### config.mk
export PLATFORM = sky130hd
export DESIGN_NAME = rgmii_rx_framer_flat
export DESIGN_NICKNAME = d
export VERILOG_FILES = /design/src/rtl/rgmii_rx_framer_if.sv /design/src/rtl/rgmii_rx_framer.sv /design/src/flat_wrapper.sv
export SDC_FILE = /design/constraint.sdc
export NUM_CORES = 1
export LEC_CHECK = 0
export ABC_AREA = 1
export BUFFER_PORTS_ARGS = -buffer_cell sky130_fd_sc_hd__buf_2
export CAP_MARGIN = 20
export CORE_ASPECT_RATIO = 1.5
export CORE_MARGIN = 2
export CORE_UTILIZATION = 37
export CTS_CLUSTER_DIAMETER = 40
export DETAILED_ROUTE_END_ITERATION = 7
export PLACE_DENSITY = 0.67
export SLEW_MARGIN = 10
export SYNTH_ARGS = -nofsm -noshare
export SYNTH_HDL_FRONTEND = slang
export SYNTH_SLANG_ARGS = --single-unit
### constraint.sdc
create_clock -name clk -period 2.25 [get_ports clk]
set_clock_uncertainty 0.05 [all_clocks]
set_input_delay 0.3375 -clock clk [delete_from_list [all_inputs] [get_ports clk]]
set_output_delay 0.3375 -clock clk [all_outputs]
set_load 0.005 [all_outputs]
### src/rtl/rgmii_rx_framer_if.sv
`default_nettype none
// ============================================================================
//  Module      : rgmii_rx_framer_if
//  Description : Byte stream from the RGMII receive framer to the MAC receive
//                path. There is no backpressure, so the stream is
//                valid/last/user only.
//                  m_data  [7:0]  payload byte, held while m_valid is low
//                  m_valid        one-cycle strobe per byte
//                  m_last         final byte of the frame (with m_valid)
//                  m_user         frame error, meaningful on the m_last beat
//                master = framer side, slave = consumer side.
//  Revision    : 1.0  initial release
// ============================================================================
interface rgmii_rx_framer_if;
    logic [7:0] m_data;
    logic       m_valid;
    logic       m_last;
    logic       m_user;

    modport master (output m_data, m_valid, m_last, m_user);
    modport slave  (input  m_data, m_valid, m_last, m_user);
endinterface
`default_nettype wire

### src/rtl/rgmii_rx_framer.sv
`default_nettype none
// ============================================================================
//  Module      : rgmii_rx_framer
//  Description : Takes the rise/fall sample pairs from the RGMII DDR input
//                stage. It rebuilds bytes and RX_DV/RX_ER, strips the
//                preamble and SFD, and emits a valid/last/user byte stream.
//                Malformed frames are dropped. Between frames it decodes the
//                in-band link status and reports false carrier.
//  Ports       : clk, rst_n              clock, async active-low reset
//                rxd_rise/rxd_fall       low/high data nibble
//                rx_ctl_rise/rx_ctl_fall RX_DV / RX_DV^RX_ER
//                m_if (master)           output byte stream
//                frame_drop              pulse once per discarded frame
//                false_carrier           pulse on a false-carrier idle byte
//                link_up/link_speed/full_duplex  in-band status
//  Revision    : 1.0  initial release
// ============================================================================
module rgmii_rx_framer #(
    parameter int unsigned MIN_PREAMBLE = 1,
    parameter int unsigned MAX_PREAMBLE = 7
) (
    input  wire logic         clk,
    input  wire logic         rst_n,
    input  wire logic [3:0]   rxd_rise,
    input  wire logic [3:0]   rxd_fall,
    input  wire logic         rx_ctl_rise,
    input  wire logic         rx_ctl_fall,
    rgmii_rx_framer_if.master m_if,
    output logic              frame_drop,
    output logic              false_carrier,
    output logic              link_up,
    output logic [1:0]        link_speed,
    output logic              full_duplex
);

    localparam int              c_CNT_W   = $clog2(MAX_PREAMBLE + 2);
    localparam logic [c_CNT_W-1:0] c_MAX_CNT = c_CNT_W'(MAX_PREAMBLE);
    localparam logic [c_CNT_W-1:0] c_MIN_CNT = c_CNT_W'(MIN_PREAMBLE);
    localparam logic [c_CNT_W-1:0] c_ONE     = c_CNT_W'(1);
    localparam logic [7:0]      c_PRE     = 8'h55;
    localparam logic [7:0]      c_SFD     = 8'hD5;
    localparam logic [7:0]      c_FCARR   = 8'h0E;

    typedef enum logic [1:0] {
        S_IDLE     = 2'd0,
        S_PREAMBLE = 2'd1,
        S_PAYLOAD  = 2'd2,
        S_DROP     = 2'd3
    } state_t;

    // Registered decode of the DDR pair
    logic [7:0]         r_byte;
    logic               r_dv;
    logic               r_er;

    state_t             r_state, w_state_next;
    logic [c_CNT_W-1:0] r_cnt, w_cnt_next;
    logic [7:0]         r_hold;
    logic               r_hold_vld;
    logic               r_sticky;
    logic [7:0]         r_data_q;     // last emitted byte, keeps m_data stable
    logic               r_link_up;
    logic [1:0]         r_link_speed;
    logic               r_full_duplex;

    logic               w_load;       // capture decode byte into hold register
    logic               w_frame_end;  // payload ended, clear hold and sticky
    logic               w_emit;
    logic               w_last;
    logic               w_user;
    logic               w_drop;

    always_ff @(posedge clk or negedge rst_n) begin
        if (!rst_n) begin
            r_byte <= 8'h00;
            r_dv   <= 1'b0;
            r_er   <= 1'b0;
        end else begin
            r_byte <= {rxd_fall, rxd_rise};
            r_dv   <= rx_ctl_rise;
            r_er   <= rx_ctl_rise ^ rx_ctl_fall;
        end
    end

    always_ff @(posedge clk or negedge rst_n) begin
        if (!rst_n) begin
            r_state <= S_IDLE;
            r_cnt   <= '0;
        end else begin
            r_state <= w_state_next;
            r_cnt   <= w_cnt_next;
        end
    end

    always_comb begin
        w_state_next = r_state;
        w_cnt_next   = r_cnt;
        w_load       = 1'b0;
        w_frame_end  = 1'b0;
        w_emit       = 1'b0;
        w_last       = 1'b0;
        w_user       = 1'b0;
        w_drop       = 1'b0;
        case (r_state)
            S_IDLE: begin
                if (r_dv) begin
                    if (r_byte == c_PRE) begin
                        w_cnt_next   = c_ONE;
                        w_state_next = (c_ONE > c_MAX_CNT) ? S_DROP : S_PREAMBLE;
                    end else if (r_byte == c_SFD && MIN_PREAMBLE == 0) begin
                        w_state_next = S_PAYLOAD;
                    end else begin
                        w_state_next = S_DROP;
                    end
                end
            end
            S_PREAMBLE: begin
                if (!r_dv) begin
                    w_drop       = 1'b1;
                    w_state_next = S_IDLE;
                end else if (r_er) begin
                    w_state_next = S_DROP;
                end else if (r_byte == c_PRE) begin
                    if (r_cnt >= c_MAX_CNT) begin
                        w_state_next = S_DROP;
                    end else begin
                        w_cnt_next = r_cnt + c_ONE;
                    end
                end else if (r_byte == c_SFD && r_cnt >= c_MIN_CNT) begin
                    w_state_next = S_PAYLOAD;
                end else begin
                    w_state_next = S_DROP;
                end
            end
            S_PAYLOAD: begin
                if (r_dv) begin
                    // Held byte goes out only now that a successor exists
                    w_load = 1'b1;
                    w_emit = r_hold_vld;
                end else begin
                    w_frame_end  = 1'b1;
                    w_state_next = S_IDLE;
                    if (r_hold_vld) begin
                        w_emit = 1'b1;
                        w_last = 1'b1;
                        w_user = r_sticky;
                    end else begin
                        w_drop = 1'b1;
                    end
                end
            end
            S_DROP: begin
                if (!r_dv) begin
                    w_drop       = 1'b1;
                    w_state_next = S_IDLE;
                end
            end
            default: w_state_next = S_IDLE;
        endcase
    end

    always_ff @(posedge clk or negedge rst_n) begin
        if (!rst_n) begin
            r_hold     <= 8'h00;
            r_hold_vld <= 1'b0;
            r_sticky   <= 1'b0;
            r_data_q   <= 8'h00;
        end else begin
            if (w_load) begin
                r_hold     <= r_byte;
                r_hold_vld <= 1'b1;
                if (r_er) begin
                    r_sticky <= 1'b1;
                end
            end
            if (w_frame_end) begin
                r_hold_vld <= 1'b0;
                r_sticky   <= 1'b0;
            end
            if (w_emit) begin
                r_data_q <= r_hold;
            end
        end
    end

    // Every state returns to IDLE on dv=0, so a clean idle byte is always
    // in-band status regardless of the current state.
    always_ff @(posedge clk or negedge rst_n) begin
        if (!rst_n) begin
            r_link_up     <= 1'b0;
            r_link_speed  <= 2'b00;
            r_full_duplex <= 1'b0;
        end else if (!r_dv && !r_er) begin
            r_link_up     <= r_byte[0];
            r_link_speed  <= r_byte[2:1];
            r_full_duplex <= r_byte[3];
        end
    end

    assign m_if.m_valid  = w_emit;
    assign m_if.m_last   = w_last;
    assign m_if.m_user   = w_user;
    assign m_if.m_data   = w_emit ? r_hold : r_data_q;
    assign frame_drop    = w_drop;
    assign false_carrier = !r_dv && r_er && (r_byte == c_FCARR);
    assign link_up       = r_link_up;
    assign link_speed    = r_link_speed;
    assign full_duplex   = r_full_duplex;

endmodule
`default_nettype wire

### src/flat_wrapper.sv
// flat-port wrapper written by rule: the top's interface ports become plain ports
module rgmii_rx_framer_flat 
#(
    parameter int unsigned MIN_PREAMBLE = 1,
    parameter int unsigned MAX_PREAMBLE = 7
)
  (clk, rst_n, rxd_rise, rxd_fall, rx_ctl_rise, rx_ctl_fall, frame_drop, false_carrier, link_up, link_speed, full_duplex, m_if_m_data, m_if_m_valid, m_if_m_last, m_if_m_user);
  rgmii_rx_framer_if m_if_i ();
  input  wire logic clk;
  input  wire logic rst_n;
  input  wire logic [3:0] rxd_rise;
  input  wire logic [3:0] rxd_fall;
  input  wire logic rx_ctl_rise;
  input  wire logic rx_ctl_fall;
  output logic frame_drop;
  output logic false_carrier;
  output logic link_up;
  output logic [1:0] link_speed;
  output logic full_duplex;
  output wire logic [$bits(m_if_i.m_data)-1:0] m_if_m_data;
  output wire logic [$bits(m_if_i.m_valid)-1:0] m_if_m_valid;
  output wire logic [$bits(m_if_i.m_last)-1:0] m_if_m_last;
  output wire logic [$bits(m_if_i.m_user)-1:0] m_if_m_user;
  assign m_if_m_data = m_if_i.m_data;
  assign m_if_m_valid = m_if_i.m_valid;
  assign m_if_m_last = m_if_i.m_last;
  assign m_if_m_user = m_if_i.m_user;
  rgmii_rx_framer #(.MIN_PREAMBLE(MIN_PREAMBLE), .MAX_PREAMBLE(MAX_PREAMBLE)) u_core (.clk(clk), .rst_n(rst_n), .rxd_rise(rxd_rise), .rxd_fall(rxd_fall), .rx_ctl_rise(rx_ctl_rise), .rx_ctl_fall(rx_ctl_fall), .m_if(m_if_i), .frame_drop(frame_drop), .false_carrier(false_carrier), .link_up(link_up), .link_speed(link_speed), .full_duplex(full_duplex));
endmodule
==> results of run 1 <==
-- path summary, 6_finish.rpt --
kind,end,depth (start not counted),start,slack [ps]
worst max-delay path,m_if_m_data[2],7,u_core.r_state[0]$_DFFE_PN0P_,360
worst min-delay path,u_core.r_cnt[2]$_DFFE_PN0P_,1,rst_n,70
worst max register to register,u_core.r_cnt[1]$_DFFE_PN0P_,9,u_core.r_cnt[0]$_DFFE_PN0P_,770
worst min register to register,u_core.r_data_q[4]$_DFF_PN0_,2,u_core.r_data_q[4]$_DFF_PN0_,420
max in group asynchronous,u_core.r_hold[4]$_DFFE_PN0P_,1,rst_n,1570
min in group clk,u_core.r_byte[7]$_DFF_PN0_,1,rxd_fall[3],100
-- cells in the final DEF, fill, tap and decap left out, types with 2 or more instances in the layout --
cell      count
inv_1        17
nand2_2       3
nand4_1       3
o21ai_0      10
a21oi_1       5
nor3_1        2
inv_2         2
dfrtp_1      38
buf_2        28
xor2_1        2
nor2_1       14
mux2_2        3
ha_1          3
clkbuf_8      6
nand2_1      50
nand3_1       5
-- synth_stat cells (2+ instances only) --
cell     count
nor3_1       2
nand2_2      3
mux2_2       3
xor2_1       2
o21ai_0     10
nand2_1     50
dfrtp_1     38
nand3_1      5
nor2_1      14
inv_2        2
nand4_1      3
a21oi_1      5
ha_1         3
inv_1       17
-- worst max-delay path: stages, from the launching register on --
cell and delay [ps]:
dfrtp_1 440, nor2_4 180, inv_2 80, nor2_8 150, inv_2 90, nand2_1 60
nand2_1 70, buf_2 130
-- stage by stage --
step | hold slack (ps) | cells | utilization [%] | cell area (sq um)
after floorplan | -8.091 | 166 | - | 1590
after global placement | 397.0 | 239 | 42.58 | 1777
after detailed placement | 396.8 | 239 | 42.58 | 1777
after CTS | 87.68 | 247 | 44.86 | 1872
after global routing | 85.73 | 247 | 44.86 | 1872
final | 68.60 | 247 | 44.86 | 1872
-- routing by layer --
layer,track usage [%],vias to the layer above
li1,-,590
met1,15.45,517
met2,23.45,24
met3,4.622,6
met4,7.611,0
met5,0,-
-- registers in the layout, summed over array words and instances, names as in the netlist --
name,cells
u_core.link_up,1
u_core.r_sticky,1
u_core.r_hold_vld,1
u_core.r_dv,1
u_core.link_speed,2
u_core.r_cnt,4
u_core.r_hold,8
u_core.r_byte,8
u_core.r_er,1
u_core.r_data_q,8
u_core.full_duplex,1
u_core.r_state,2
-- cell families after synthesis --
family          Yosys count  synth area share (%)
compound gates           18                 6.530
xor+xnor                  2                 1.102
buf+inv                  20                 5.193
simple gates             82                 22.90
mux                       3                 2.124
flops                    38                 59.80
fa+ha+maj                 3                 2.361
-- power groups by stage --
| stage | clock network, mW | registers (mW) | logic [mW] |
|---|---|---|---|
| global route | 0.535 | 0.892 | 0.371 |
| detailed placement | 0 | 0.892 | 0.324 |
| CTS | 0.500 | 0.880 | 0.325 |
| finish | 0.482 | 0.877 | 0.315 |
| global placement | 0 | 0.888 | 0.318 |
| floorplan | 0 | 0.873 | 0.193 |
-- layout make-up --
class	count	area, sq um	area share [%]
Multi-Input combinational cell	108	556.8	29.75
Inverter	19	71.32	3.810
Clock buffer	6	82.58	4.412
Clock inverter	2	12.51	0.6684
Timing Repair Buffer	28	140.1	7.487
Sequential cell	38	950.9	50.80
Tap cell	46	57.56	3.075
==> summary.txt, run 1 <==
Clock tree
  – Root buffer cell: clkbuf_8
  – CTS tree: yes
  – Hold buffers post-CTS: 0
  – Clock sinks: 38
  – Post-CTS Setup Inserts: 0
  – Clock transition at path regs: 70 ps
  – Deepest level of the CTS H-tree: 2
  – Clk buf depth: 2
  – Clock Latency Late Sink: 290 ps
  – Post-cts resize count: 0
  – Num CTS Buffers: 5

Routing
  – Met3 wire len: 130 um
  – Antenna viol nets, final: 0
  – Iter 0 DRT Violations: 34
  – Met2 WL: 1.524 mm
  – Initial DRT Pass Iterations: 4
  – Wire per inst: 11.62 um
  – Total wire length: 2.869 mm
  – Max Used Layer: met4
  – Drt drc: 0
  – M1 wire length: 1.132 mm
  – Average via count per standard cell: 4.603
  – Via count: 1137

Critical path
  – Crit path arrival time: 1500 ps
  – Kind of critical path: flip-flop to output pin
  – Worst path required time: 1860 ps
  – Critical Path End Type: output pin
  – CP Max Fanout: 10
  – Critical path startpoint category: flip-flop

STA
  – Rel. slew slack: 46.82%
  – RSZ-0062 raised after global routing: no
  – F_max: 529.5 MHz
  – Setup TNS: 0 ps
  – Final Hold Fails: 0
  – Final setup viols: 0
  – Max-slew violations: 0
  – Worst-Margin Slew: 797.7 ps
  – Final min period: 1889 ps
  – Post-layout worst setup margin: 361.4 ps
  – Fin crit share: 83.94%

Run status
  – Status: completed

Synth
  – Post-synth top area share: 59.80%
  – Post-synth EDFFs: 0
  – Seq cells post-synth: 38
  – Area contributors post-synth: dfrtp_1 60%, nand2_1 12%, inv_1 4.0%, nor2_1 3.3%, o21ai_0 3.1%
  – Post-synth ARST share: 100.0%
  – Cell variety after synth: 23
  – Net Count, Synth: 181
  – Ys flop type: dfrtp_1
  – Post-Syn Instances: 166
  – Sequential cell area fraction in the yosys report: 59.80%
  – Cell taking the most area after synthesis: dfrtp_1
  – Yosys warns: 0
  – Synthesized area: 1590 sq um
  – Mapped Avg Cell Area: 9.580 sq um

Global routing
  – GR Util All Layers: 14.07%
  – Largest net degree at the start of global routing: 39
  – Wire length of the first global-routing pass: 5.112 mm
  – Grt ovf: 0
  – Initial antenna violation count: 0
  – Vias in the first global route: 1174

Power
  – PwrDens: 894.5 nW/um^2
  – Sw frac: 28.71%
  – Fraction of power consumed by combinational cells: 18.8%
  – Leakage: 0.9727 nW
  – Seq pwr share: 52.4%
  – Final Power: 1.674 mW
  – Max VDD drop: 571.4 uV
  – Clock power frac: 28.8%
  – Internal power: 1.194 mW
  – Psw: 480.7 uW

Floorplanning
  – Initial core utilization: 38.11%
  – Die H: 84.30 um
  – Io pins: 29
  – Total die area: 4849 sq um
  – Die Width: 57.53 um
  – Cell Rows: 29
  – Core box area: 4173 sq um

Final layout
  – Layout area overhead: 17.70%
  – FILL cells: 408
  – Share of cells above drive strength 1: 23.88%
  – Nets@finish: 215
  – Ant diodes: 0

Place
  – Pre-CTS WS: 665.7 ps
  – DP Wirelength: 2.193 mm
  – Gpl congestion: 0.8225
  – Port bufs: 28

Flow run
  – Max-cap viol count: 0

Min path
  – Hold WC Path Type: input pin to asynchronous set/reset pin
(Power assumes the default switching activity.)
==> inputs of run 2 (changes only) <==
--- a/config.mk
+++ b/config.mk
@@ -5,7 +5,7 @@
 export SDC_FILE = /design/constraint.sdc
 export NUM_CORES = 1
 export LEC_CHECK = 0
-export ABC_AREA = 1
+export ABC_AREA = 0
 export BUFFER_PORTS_ARGS = -buffer_cell sky130_fd_sc_hd__buf_2
 export CAP_MARGIN = 20
 export CORE_ASPECT_RATIO = 1.5
==> constraint.sdc (replaced) <==
create_clock -name clk -period 1.95 [get_ports clk]
set_clock_uncertainty 0.05 [all_clocks]
set_input_delay 0.2925 -clock clk [delete_from_list [all_inputs] [get_ports clk]]
set_output_delay 0.2925 -clock clk [all_outputs]
set_load 0.005 [all_outputs]
==> summary.txt, run 2 <==
Routing
  – Average via count per standard cell: 5.021 (+9.1%)
  – Antenna viol nets, final: 0 (unchanged)
  – Initial DRT Pass Iterations: 5 (+1)
  – Drt drc: 0 (unchanged)
  – Wire per inst: 14.07 um (+21%)
  – Iter 0 DRT Violations: 23 (-32%)
  – Via count: 944 (-17%)
  – Total wire length: 2.646 mm (-7.8%)

Clock tree
  – Clock transition at path regs: 70 ps (about the same)
  – Clock sinks: 38 (unchanged)
  – Clk buf depth: 2 (unchanged)
  – Num CTS Buffers: 5 (unchanged)
  – Clock Latency Late Sink: 290 ps (about the same)
  – Post-CTS Setup Inserts: 0 (unchanged)
  – Root buffer cell: clkbuf_8
  – Hold buffers post-CTS: 0 (unchanged)
  – Deepest level of the CTS H-tree: 2 (unchanged)
  – CTS tree: yes

Synth
  – Post-Syn Instances: 107 (-36%)
  – Yosys warns: 0 (unchanged)
  – Post-synth ARST share: 100.0% (unchanged)
  – Sequential cell area fraction in the yosys report: 62.91% (+3.1 points)
  – Post-synth top area share: 62.91% (+3.1 points)
  – Seq cells post-synth: 38 (unchanged)
  – Net Count, Synth: 122 (-33%)
  – Post-synth top cells: 38 x dfrtp_1, 20 x mux2_2, 7 x nor2_1, 5 x inv_1, 4 x a21oi_1
  – Post-synth EDFFs: 0 (unchanged)
  – Top-count cell post-synth: dfrtp_1
  – Synthesized area: 1511 sq um (-5.0%)
  – Ys flop type: dfrtp_1
  – Cell taking the most area after synthesis: dfrtp_1
  – Area contributors post-synth: dfrtp_1 63%, mux2_2 15%, ha_1 2.5%, nor2_1 1.7%, nand4bb_1 1.5%
  – Mapped Avg Cell Area: 14.13 sq um (+47%)
  – Cell variety after synth: 28 (+22%)

Critical path
  – Critical path cell sequence: nor2b_4, nand2_2, mux2_2, buf_2
  – Critical path startpoint category: flip-flop
  – Worst path required time: 1610 ps (-250 ps)
  – Kind of critical path: flip-flop to output pin
  – CP Max Fanout: 8 (-2)
  – Critical path's slowest cell: dfrtp_2
  – Critical Path End Type: output pin
  – Crit path arrival time: 1460 ps (-40 ps)
  – Crit path largest cell delay: 470 ps (+30 ps)

Place
  – DP Wirelength: 2.008 mm (-8.4%)
  – Gpl congestion: 0.7376 (-10%)
  – Inst Count DP: 179 (-25%)
  – Cell Area, Placed: 1700 sq um (-4.3%)
  – Pre-CTS WS: 259.7 ps (-406.0 ps)
  – Port bufs: 28 (unchanged)

Final layout
  – Layout area overhead: 20.70%
  – Biggest regs: u_core.r_byte: 8 flops, u_core.r_data_q: 8 flops, u_core.r_hold: 8 flops
  – Fin util: 46.49% (+1.6 points)
  – Most frequent cells in the layout: 37 x dfrtp_1, 28 x buf_2, 20 x mux2_2, 7 x nor2_1
  – Final instance area: 1824 sq um (-2.5%)
  – Ant diodes: 0 (unchanged)
  – Commonest non-fill, non-tap cell in the layout: dfrtp_1
  – Non-filler cells, final: 188 (-24%)
  – FILL cells: 366 (-10%)
  – Nets@finish: 157 (-27%)
  – Share of cells above drive strength 1: 44.76% (+21 points)

Floorplanning
  – Total die area: 4623 sq um (-4.7%)
  – Cell Rows: 28 (-3.4%)
  – Die H: 82.28 um (-2.4%)
  – Die Width: 56.19 um (-2.3%)
  – Io pins: 29 (unchanged)
  – Initial core utilization: 38.52% (+0.41 points)
  – Core box area: 3924 sq um (-6.0%)

Global routing
  – Grt ovf: 0 (unchanged)
  – Initial antenna violation count: 0 (unchanged)
  – GR Util All Layers: 13.44% (-0.62 points)
  – Vias in the first global route: 1028 (-12%)
  – Wire length of the first global-routing pass: 4.602 mm (-10%)
  – Largest net degree at the start of global routing: 39 (unchanged)

Power
  – Sw frac: 23.88% (-4.8 points)
  – Final Power: 1.964 mW (+17%)
  – Leakage: 0.8596 nW (-12%)
  – Seq pwr share: 50.8% (-1.6 points)
  – Internal power: 1.495 mW (+25%)
  – Psw: 469.2 uW (-2.4%)
  – PwrDens: 1077 nW/um^2 (+20%)
  – Clock power frac: 32.5% (+3.7 points)
  – Max VDD drop: 619.2 uV (+8.4%)
  – Fraction of power consumed by combinational cells: 16.7% (-2.1 points)

STA
  – Max-slew violations: 0 (unchanged)
  – Worst-Margin Slew: 794.5 ps (-3.169 ps)
  – RSZ-0062 raised after global routing: no
  – Final Hold Fails: 0 (unchanged)
  – F_max: 554.1 MHz
  – Fin crit share: 92.54%
  – Rel. slew slack: 47.03% (+0.21 points)
  – WHS: 34.59 ps (-34.01 ps)
  – Final min period: 1805 ps
  – Final setup viols: 0 (unchanged)
  – Setup TNS: 0 ps (unchanged)
  – Post-layout worst setup margin: 145.4 ps (-216.0 ps)

Min path
  – Hold WC Path Type: input pin to asynchronous set/reset pin

Flow run
  – Max-cap viol count: 0 (unchanged)

Run status
  – Status: completed
run 2: cell types whose count changed in the layout (fill, tap and decap cells not counted), sizes merged, moves of 3 or more:
cell	change
mux2	+17
nand4	-3
o21ai	-10
inv	-14
nand2	-49
nor2	-10
run 2: logic make-up (layout without fill, tap and decap cells):
kind of cell | Yosys count | after routing | share of synthesized area [%]
AO/OA/AOI/OAI | 11 | 11 | 4.719
XOR/XNOR | 1 | 1 | 0.5796
adder cells (fa/ha/maj) | 3 | 3 | 2.484
buffers and inverters | 7 | 42 | 2.235
flip-flops | 38 | 38 | 62.91
multiplexers | 20 | 20 | 14.90
AND/OR/NAND/NOR | 27 | 28 | 12.17
run 2: layout make-up:
cell class,instances,area (sq um),share of cell area [%]
clock inverter,3,40.04,2.195
timing repair buffer,29,147.6,8.093
sequential,38,952.2,52.19
clock buffer,5,68.82,3.772
tap,45,56.30,3.086
inverter,5,18.77,1.029
multi-input combinational,63,540.5,29.63
run 2: power by group through the flow:
stage          sequential, mW  combinational [mW]  clock (mW)
2_1_floorplan           0.989               0.194           0
3_5_place_dp             1.01               0.336           0
5_1_grt                  1.02               0.374       0.696
4_1_cts                 0.999               0.339       0.661
3_3_place_gp             1.01               0.323           0
6_report                0.997               0.329       0.639
run 2: worst max-delay path, delay by kind of cell, from the launching register on:
kind                   cells  cell delay [ps]
buffers and inverters      1              130
DFF                        1              470
muxes                      1              300
and+or+nand+nor            2              280
run 2: worst paths after layout:
path	slack [ps]	end	cells past startpoint	startpoint
min in group clk	60	u_core.r_byte[6]$_DFF_PN0_	1	rxd_fall[2]
worst min-delay path	30	u_core.r_data_q[5]$_DFF_PN0_	1	rst_n
worst max-delay path	150	m_if_m_data[5]	4	u_core.r_state[0]$_DFFE_PN0P_
worst min register to register	450	u_core.r_data_q[3]$_DFF_PN0_	1	u_core.r_data_q[3]$_DFF_PN0_
worst max register to register	250	u_core.r_cnt[3]$_DFFE_PN0P_	5	u_core.r_cnt[0]$_DFFE_PN0P_
max in group asynchronous	1270	u_core.r_state[0]$_DFFE_PN0P_	1	rst_n
run 2: repair_timing:
| action | in CTS | in global routing |
|---|---|---|
| resized for setup | 2 | 2 |
| endpoints found under the setup margin | 9 | 9 |
| pin swaps | 1 | 0 |
| gates cloned | 1 | 0 |
run 2: per-layer routing:
| metal | GRT usage, % | up-vias | part of all wire [%] | wire length (um) |
|---|---|---|---|---|
| met4 | 7.857 | 0 | 2.6 | 70 |
| met5 | 0 | - | 0 | 0 |
| met3 | 5.607 | 7 | 6.1 | 161 |
| met2 | 24.35 | 24 | 55 | 1457 |
| met1 | 12.68 | 464 | 36 | 957 |
| li1 | - | 449 | - | - |
